[src/rtl/cordic_prerotate.sv]
// Front-end for the iterative CORDIC core: folds any angle into [-90, +90) by an
// exact quarter-turn pre-rotation, delivered through a 2-stage elastic pipeline.
module cordic_prerotate #(
    parameter int WIDTH = 16,
    parameter int ZW    = 32,
    parameter int CNT_W = 16
) (
    input  logic             clk,
    input  logic             rst,
    input  logic             s_valid,
    output logic             s_ready,
    input  logic [WIDTH-1:0] s_x,
    input  logic [WIDTH-1:0] s_y,
    input  logic [ZW-1:0]    s_z,
    output logic             m_valid,
    input  logic             m_ready,
    output logic [WIDTH-1:0] m_x,
    output logic [WIDTH-1:0] m_y,
    output logic [ZW-1:0]    m_z,
    output logic [1:0]       m_quad,
    output logic [CNT_W-1:0] fold_cnt,
    input  logic             clr_cnt
);

    localparam logic [ZW-1:0]    QUARTER = {2'b01, {(ZW-2){1'b0}}};
    localparam logic [WIDTH-1:0] SMIN    = {1'b1, {(WIDTH-1){1'b0}}};
    localparam logic [WIDTH-1:0] SMAX    = {1'b0, {(WIDTH-1){1'b1}}};

    logic             v1, v2;
    logic [WIDTH-1:0] x1, y1;
    logic [ZW-1:0]    z1;
    logic [WIDTH-1:0] fx, fy;
    logic [ZW-1:0]    fz;
    logic             ld1, ld2, fold_hs;

    // The only negation that overflows is the most negative value; clamp it.
    function automatic logic [WIDTH-1:0] sat_neg(input logic [WIDTH-1:0] a);
        return (a == SMIN) ? SMAX : -a;
    endfunction

    assign ld2     = !v2 || m_ready;
    assign ld1     = !v1 || ld2;
    assign s_ready = !rst && ld1;
    assign m_valid = v2;
    assign fold_hs = v2 && m_ready && (m_quad[1] ^ m_quad[0]);

    // NOTE: every output of a combinational block gets a default first, so no path leaves it unassigned (no latch).
    always_comb begin
        fx = x1;
        fy = y1;
        fz = z1;
        case (z1[ZW-1:ZW-2])
            2'b01: begin
                fx = sat_neg(y1);
                fy = x1;
                fz = z1 - QUARTER;
            end
            2'b10: begin
                fx = y1;
                fy = sat_neg(x1);
                fz = z1 + QUARTER;
            end
            default: ;
        endcase
    end

    // NOTE: sequential state uses non-blocking assignments so every register samples pre-edge values.
    always_ff @(posedge clk) begin
        if (rst) begin
            v1       <= 1'b0;
            v2       <= 1'b0;
            x1       <= '0;
            y1       <= '0;
            z1       <= '0;
            m_x      <= '0;
            m_y      <= '0;
            m_z      <= '0;
            m_quad   <= '0;
            fold_cnt <= '0;
        end else begin
            if (ld1) begin
                v1 <= s_valid;
                if (s_valid) begin
                    x1 <= s_x;
                    y1 <= s_y;
                    z1 <= s_z;
                end
            end
            // Output registers only change when the core side is free to take new data.
            if (ld2) begin
                v2 <= v1;
                if (v1) begin
                    m_x    <= fx;
                    m_y    <= fy;
                    m_z    <= fz;
                    m_quad <= z1[ZW-1:ZW-2];
                end
            end
            if (clr_cnt) begin
                fold_cnt <= '0;
            end else if (fold_hs && (fold_cnt != {CNT_W{1'b1}})) begin
                fold_cnt <= fold_cnt + CNT_W'(1);
            end
        end
    end

endmodule

[config.mk]
export PLATFORM = sky130hd
export DESIGN_NAME = cordic_prerotate
export DESIGN_NICKNAME = d
export VERILOG_FILES = /design/src/rtl/cordic_prerotate.sv
export SDC_FILE = /design/constraint.sdc
export NUM_CORES = 1
export LEC_CHECK = 0
export ABC_CLOCK_PERIOD_IN_PS = 4200
export BUFFER_PORTS_ARGS = -buffer_cell sky130_fd_sc_hd__buf_4
export CAP_MARGIN = 20
export CORE_MARGIN = 2
export CORE_UTILIZATION = 53
export DETAILED_ROUTE_END_ITERATION = 16
export PLACE_DENSITY = 0.86
export SETUP_SLACK_MARGIN = 0.3
export SLEW_MARGIN = 15
export SYNTH_ARGS = -nofsm -noshare
export SYNTH_HDL_FRONTEND = slang
export SYNTH_SLANG_ARGS = --single-unit
[constraint.sdc]
create_clock -name clk -period 4.2 [get_ports clk]
set_input_delay 0 -clock clk [delete_from_list [all_inputs] [get_ports clk]]
set_output_delay 0 -clock clk [all_outputs]
set_load 0.05 [all_outputs]
==> results of run 1 <==
==> through the flow <==
stage / worst slack, ns / std cells / hold slack, ns / cell area [µm²] / total power (µW)
floorplan: 2.05 / 862 / 0.117 / 6640 / 1880
detailed placement: 1.51 / 1126 / 0.244 / 7740 / 2030
global route: 1.21 / 1226 / 0.0745 / 9010 / 3680
CTS: 1.47 / 1226 / 0.0415 / 9000 / 3550
global placement: 1.51 / 1126 / 0.235 / 7740 / 2030
finish: 1.41 / 1226 / 0.0466 / 9010 / 3560
==> cell type report <==
cell class | count | area [µm²] | share of cell area, %
clock buffers | 20 | 447 | 4.96
clock inverters | 11 | 128 | 1.42
inverters | 18 | 67.6 | 0.750
multi-input cells | 632 | 3300 | 36.7
flip-flops and latches | 148 | 2960 | 32.9
well taps | 168 | 210 | 2.33
repair buffers | 229 | 1890 | 21.0
==> worst min-delay path: stages <==
cell and delay, ns:
buf_4 0.07, or2_2 0.28, a21oi_1 0.07
==> flip-flops by register name, indices dropped and copies added, names as in the netlist <==
| register | cells |
|---|---|
| m_x | 16 |
| x1 | 16 |
| z1 | 32 |
| fold_cnt | 16 |
| y1 | 16 |
| m_quad | 2 |
| m_z | 32 |
| m_valid | 1 |
| v1 | 1 |
| m_y | 16 |
==> cell usage in the layout, fill, tap and decap left out, drive strengths merged, types with 15 or more instances in the layout <==
| cell type | n |
|---|---|
| nor2 | 41 |
| inv | 20 |
| clkbuf | 20 |
| o21ai | 39 |
| a21oi | 121 |
| nand2 | 250 |
| buf | 160 |
| a211oi | 15 |
| dlygate4sd3 | 69 |
| dfxtp | 148 |
==> power groups by stage <==
stage                     clock, µW  sequential (µW)  combinational (µW)
final                          1480             1530                 546
after global routing           1560             1540                 587
after CTS                      1490             1530                 530
after detailed placement          0             1560                 477
after global placement            0             1550                 475
after floorplan                   0             1610                 264
==> what timing repair did <==
action	in CTS	in global routing
setup endpoints to repair	0	0
hold buffers	69	0
hold endpoints to repair	69	0
==> routing by layer <==
metal | wire, µm | vias up | global-route usage (%) | part of all wire [%]
met4 | 606 | 0 | 14.9 | 2.9
met3 | 1990 | 58 | 8.53 | 9.6
met5 | 0 | - | 0 | 0
met1 | 8280 | 3242 | 38.8 | 40
met2 | 9800 | 386 | 48.4 | 47
li1 | - | 3357 | - | -
==> cell families (layout without fill, tap and decap cells) <==
| kind of cell | Yosys count | in the layout | share of synthesized area [%] |
|---|---|---|---|
| compound gates | 235 | 235 | 21.4 |
| mux | 3 | 3 | 0.452 |
| fa+ha+maj | 6 | 6 | 1.13 |
| flops | 148 | 148 | 44.6 |
| xor+xnor | 18 | 18 | 2.38 |
| buf+inv | 82 | 278 | 5.81 |
| simple gates | 370 | 370 | 24.2 |
==> worst max path at each step <==
stage                     slack, ns  cells after the start                   end
after detailed placement       1.51                      7  m_y[15]$_SDFFE_PP0P_
after CTS                      1.47                      7  m_y[15]$_SDFFE_PP0P_
after global routing           1.21                      7  m_y[15]$_SDFFE_PP0P_
final                          1.41                      6  m_x[10]$_SDFFE_PP0P_
after global placement         1.51                      6  m_x[10]$_SDFFE_PP0P_
after floorplan                2.05                      7   m_y[8]$_SDFFE_PP0P_
==> reports/qor.txt, run 1 <==
status: completed
drt first-iter violations: 719
pin count of the biggest net entering global routing: 102
DRT Pass-1 Iters: 6
placer congestion estimate: 0.948
critical setup path kind: flop to flop
initial antenna violation count: 0
WL final: 20,700 µm
setup TNS: 0 ns
DRC viols: 0
Cells after Synth: 862
unrepaired setup endpoints after global routing: false
crit path from: z1[30]$_SDFFE_PP0P_
Rows: 40
crit-path cells: ha_1, inv_1, nor3_1, and2_1, o21ai_0, a32oi_1
Reg clk slew, reported paths: 0.06 ns
combinational group share of total power: 15.3%
synthesis-stage register bit count: 148
CTS-repair resized insts: 0
Buffers on Ports: 152
hold depth: 3
CP arrival: 3.14 ns
Worst Max-Slew Pin Slew: 1.12 ns
clock share of power: 41.6%
Largest stage delay, worst path: 0.94 ns
Syn Area/Cell: 7.70 µm²
crit-path max FO: 30
setup bufs post-CTS: 0
total of max-cap violations: 0
first-pass GRT wire length: 32,300 µm
switching share of power: 27.9%
Post-synth top cells: nand2_1, dfxtp_1, a21oi_1
DR WL/cell: 16.9 µm
syn_nets: 937
hold path start: clr_cnt
Initial Utilization: 54.8%
CTS root buffer: clkbuf_16
Num Clock Sinks: 148
Max VDD drop: 0.278 mV
Synth area leader: dfxtp_1
most frequent cell after synthesis: nand2_1
Post-Syn Area: 6640 µm²
CP Capture Type: flop
Final #Nets: 1,121
Setup Skew: 0.00714 ns
Final Cycle Share: 66.5%
CTS buffer count: 17
Post-synth ARST share: 0%
number of global-route vias before repair: 6,587
die height: 116 µm
Buf+Inv Stages, Crit Path: 1
reg2reg setup slack: 1.41 ns
distinct cell type count after synthesis: 59
Slew Limit Fails: 0
Longest Clk Path Bufs: 2
worst r2r path cells: 6
Remaining Overflow, GRT: 0
area share of the largest cell type after synthesis: 44.6%
GR Util All Layers: 30.6%
n_diodes: 0
Hold Path End: fold_cnt[9]$_SDFFE_PP0P_
Rel. slew slack: 25.6%
Worst EP required: 4.55 ns
FILL cells: 870
top cells by area, synth: dfxtp_1, nand2_1, a21oi_1
Slowest-stage cell, CP: ha_1
Hold Fails Final Rpt: 0
vias per cell: 5.74
Top FF cell, synth: dfxtp_1
Hold Path Class: primary input to flop
Routed Antenna Nets: 0
Syn-to-layout area delta: 35.7%
Ports: 153
Post-synth EDFFs: 0
fin util: 74.4%
Die ar.: 13,400 µm²
highest clock rate: 358 MHz
synth warn: 0
Vias: 7,043
share of cells above drive strength 1: 19.2%
Leak: 0.00358 µW
Net Switching: 995 µW
P per Cell Area: 395 nW/µm²
Die Wd: 116 µm
P_int: 2570 µW
total core area: 12,100 µm²
sequential area share after synthesis: 44.6%
Clock Latency Late Sink: 0.43 ns
Final Setup Violations: 0
Flop pwr share: 43.0%
r2r startpoint: z1[30]$_SDFFE_PP0P_
Reg-to-Reg End: m_x[10]$_SDFFE_PP0P_
critical path's top delay family: adder cells
minimum clock period: 2.79 ns
TritonCTS clock tree: yes
CTS H-tree depth: 4
HPWL after DPL: 12,500 µm
Startpoint Class: flop
(Power assumes the default switching activity.)
==> inputs of run 2 (changes only) <==
ABC_CLOCK_PERIOD_IN_PS = 2500   (was 4200)
CORE_UTILIZATION = 49   (was 53)
PLACE_DENSITY = 0.84   (was 0.86)
clock period = 2.5 ns   (was 4.2 ns; I/O delays follow)
==> run 2 against run 1 <==
  * Combinational power is 87% higher
  * Largest power group unchanged
  * Sequential share of layout area shrank 1.3 points
  * Global-route usage shrank 0.32 points
  * Register-to-register slack worse by 1.1 ns
  * Maximum frequency rose by 28%
  * Critical endpoint is now m_x[11]$_SDFFE_PP0P_
  * Die area grew 7.9%
  * First-iteration DRC count decreased by 11%
  * Worst setup slack worse by 1.1 ns
  * Clock-buffer cell count fell by 1
  * Design area rose by 4.1%
  * Cell count grew 3.1%
==> reports/qor.txt, run 2 (same netlist as run 1, synthesis figures left out) <==
Rel. slew slack: 44.5% (+19 points)
commonest non-fill, non-tap cell in the layout: nand2_1
total of max-cap violations: 0 (unchanged)
GR Util All Layers: 30.3% (-0.32 points)
met3 wire len: 2230 µm (+12%)
worst r2r path cells: 8 (+2)
Die Wd: 120 µm (+3.9%)
M1 WL: 8790 µm (+6.1%)
most frequent cells in the layout: nand2_1, buf_4, dfxtp_1, a21oi_1, dlygate4sd3_1
Syn-to-layout area delta: 41.3%
Min Hold Slack: 0.0587 ns (+0.0121 ns)
Startpoint Class: flop
Clock Latency Late Sink: 0.43 ns (about the same)
WL final: 22,000 µm (+6.5%)
metal2 WL: 10,300 µm (+4.9%)
Final Setup Violations: 0 (unchanged)
pre-CTS setup slack: 0.321 ns (-1.19 ns)
Longest Clk Path Bufs: 2 (unchanged)
crit-path max FO: 6 (-80%)
largest registers: m_z (32), z1 (32)
Num Clock Sinks: 148 (unchanged)
Leak: 0.00378 µW (+5.6%)
DR WL/cell: 17.4 µm (+3.3%)
Hold Path End: fold_cnt[14]$_SDFFE_PP0P_
Die ar.: 14,500 µm² (+7.9%)
first-pass GRT wire length: 35,000 µm (+8.3%)
Slew Limit Fails: 0 (unchanged)
P per Cell Area: 650 nW/µm² (+65%)
hold path start: clr_cnt
Slowest-stage cell, CP: a41oi_1
drt first-iter violations: 638 (-11%)
setup bufs post-CTS: 0 (unchanged)
Vias: 7,255 (+3.0%)
Buffers on Ports: 152 (unchanged)
crit-path cells: inv_1, ha_1, nor4b_2, buf_4, and2_1, a41oi_1, nand4_1, a32o_1
Top Metal Used: met4
CTS H-tree depth: 4 (unchanged)
HPWL after DPL: 13,200 µm (+5.9%)
Final Cycle Share: 87.5% (+21 points)
Max VDD drop: 0.750 mV (+170%)
Reg clk slew, reported paths: 0.06 ns (about the same)
Hold Path Class: primary input to flop
setup TNS: 0 ns (unchanged)
minimum clock period: 2.19 ns (-0.605 ns)
Worst Max-Slew Pin Slew: 0.832 ns (-0.284 ns)
unrepaired setup endpoints after global routing: true
Ports: 153 (unchanged)
DRC viols: 0 (unchanged)
status: completed
Remaining Overflow, GRT: 0 (unchanged)
FILL cells: 1,011 (+16%)
highest clock rate: 457 MHz (+28%)
vias per cell: 5.74 (about the same)
Rows: 42 (+5.0%)
r2r startpoint: y1[0]$_SDFFE_PP0P_
die height: 120 µm (+3.9%)
reg2reg setup slack: 0.31 ns (-1.10 ns)
Largest stage delay, worst path: 0.39 ns (-0.55 ns)
CP Capture Type: flop
Hold Fails Final Rpt: 0 (unchanged)
Setup Skew: 0.0105 ns (+0.00332 ns)
DRT Pass-1 Iters: 5 (-1)
share of cells above drive strength 1: 21.3% (+2.1 points)
CTS root buffer: clkbuf_16
placer congestion estimate: 0.977 (+3.1%)
Reg-to-Reg End: m_x[11]$_SDFFE_PP0P_
initial antenna violation count: 0 (unchanged)
Final #Nets: 1,150 (+2.6%)
Multi-input gate area: 3360 µm² (+1.9%)
setup ws final: 0.311 ns (-1.10 ns)
CP arrival: 2.51 ns (-0.63 ns)
number of global-route vias before repair: 7,128 (+8.2%)
Routed Antenna Nets: 0 (unchanged)
Reg area: 2970 µm² (+0.13%)
total core area: 13,200 µm² (+9.3%)
Initial Utilization: 50.1% (-4.7 points)
CTS buffer count: 17 (unchanged)
hold depth: 3 (unchanged)
critical setup path kind: flop to flop
Worst EP required: 2.82 ns (-1.73 ns)
pin count of the biggest net entering global routing: 84 (-18%)
n_diodes: 0 (unchanged)
TritonCTS clock tree: yes
==> run 2: changes by cell type in the layout (fill, tap and decap cells not counted), moves of 2 or more <==
| cell | before | now |
|---|---|---|
| dlygate4sd3_1 | 69 | 83 |
| a221oi_1 | 11 | 9 |
| inv_6 | 3 | 5 |
| dfxtp_1 | 148 | 145 |
| clkinv_4 | 1 | 3 |
| buf_4 | 160 | 172 |
| buf_12 | 0 | 3 |
| a221oi_2 | 0 | 2 |
| dfxtp_2 | 0 | 3 |
| clkinv_2 | 2 | 0 |
| inv_8 | 0 | 2 |
==> run 2: through the flow <==
step           area, µm²  total power (µW)  utilization (%)  cells
2_1_floorplan       6640              3150                -    862
3_3_place_gp        7900              3450             59.6   1149
3_5_place_dp        7900              3460             59.6   1149
4_1_cts             9310              6050             70.3   1264
5_1_grt             9380              6300             70.8   1264
6_report            9380              6100             70.8   1264
==> run 2: worst max path at each step <==
| stage | start | end | slack (ns) | cells after the start |
|---|---|---|---|---|
| finish | y1[0]$_SDFFE_PP0P_ | m_x[11]$_SDFFE_PP0P_ | 0.31 | 8 |
| global placement | y1[2]$_SDFFE_PP0P_ | m_x[11]$_SDFFE_PP0P_ | 0.33 | 5 |
| floorplan | x1[0]$_SDFFE_PP0P_ | m_y[8]$_SDFFE_PP0P_ | 0.35 | 7 |
| global route | y1[0]$_SDFFE_PP0P_ | m_x[11]$_SDFFE_PP0P_ | 0.23 | 8 |
| detailed placement | y1[1]$_SDFFE_PP0P_ | m_x[13]$_SDFFE_PP0P_ | 0.32 | 5 |
| CTS | y1[2]$_SDFFE_PP0P_ | m_x[11]$_SDFFE_PP0P_ | 0.30 | 5 |
==> run 2: critical path, delay by kind of cell (launching register included) <==
kind	cells	cell delay, ns
AOI/OAI and AO/OA	2	0.67
and+or+nand+nor	3	0.51
DFF	1	0.37
buffers and inverters	2	0.28
adders and majority gates	1	0.26
==> run 2: power by group <==
part	leakage (µW)	total (µW)	internal (µW)	switching [µW]
clock network	0.000279	2520	1430	1090
logic	0.00229	1020	412	606
registers	0.00121	2560	2460	105
==> run 2: what timing repair did <==
action / 4_1_cts / 5_1_grt
hold buffers: 83 / 0
endpoints found under the hold margin: 72 / 0
setup endpoints to repair: 0 / 38
resized for setup: 0 / 17
==> run 2: area by class of cell <==
| cell class | count | area share, % |
|---|---|---|
| multi-input combinational | 632 | 35.9 |
| sequential | 148 | 31.6 |
| timing repair buffer | 258 | 23.3 |
| clock buffer | 19 | 4.72 |
| tap | 176 | 2.35 |
| clock inverter | 13 | 1.47 |
| inverter | 18 | 0.720 |
==> run 2: metal layers <==
metal | vias up | GRT usage [%]
met5 | - | 0
met4 | 0 | 13.2
met3 | 71 | 9.58
met2 | 396 | 48.5
met1 | 3378 | 37.5
li1 | 3410 | -
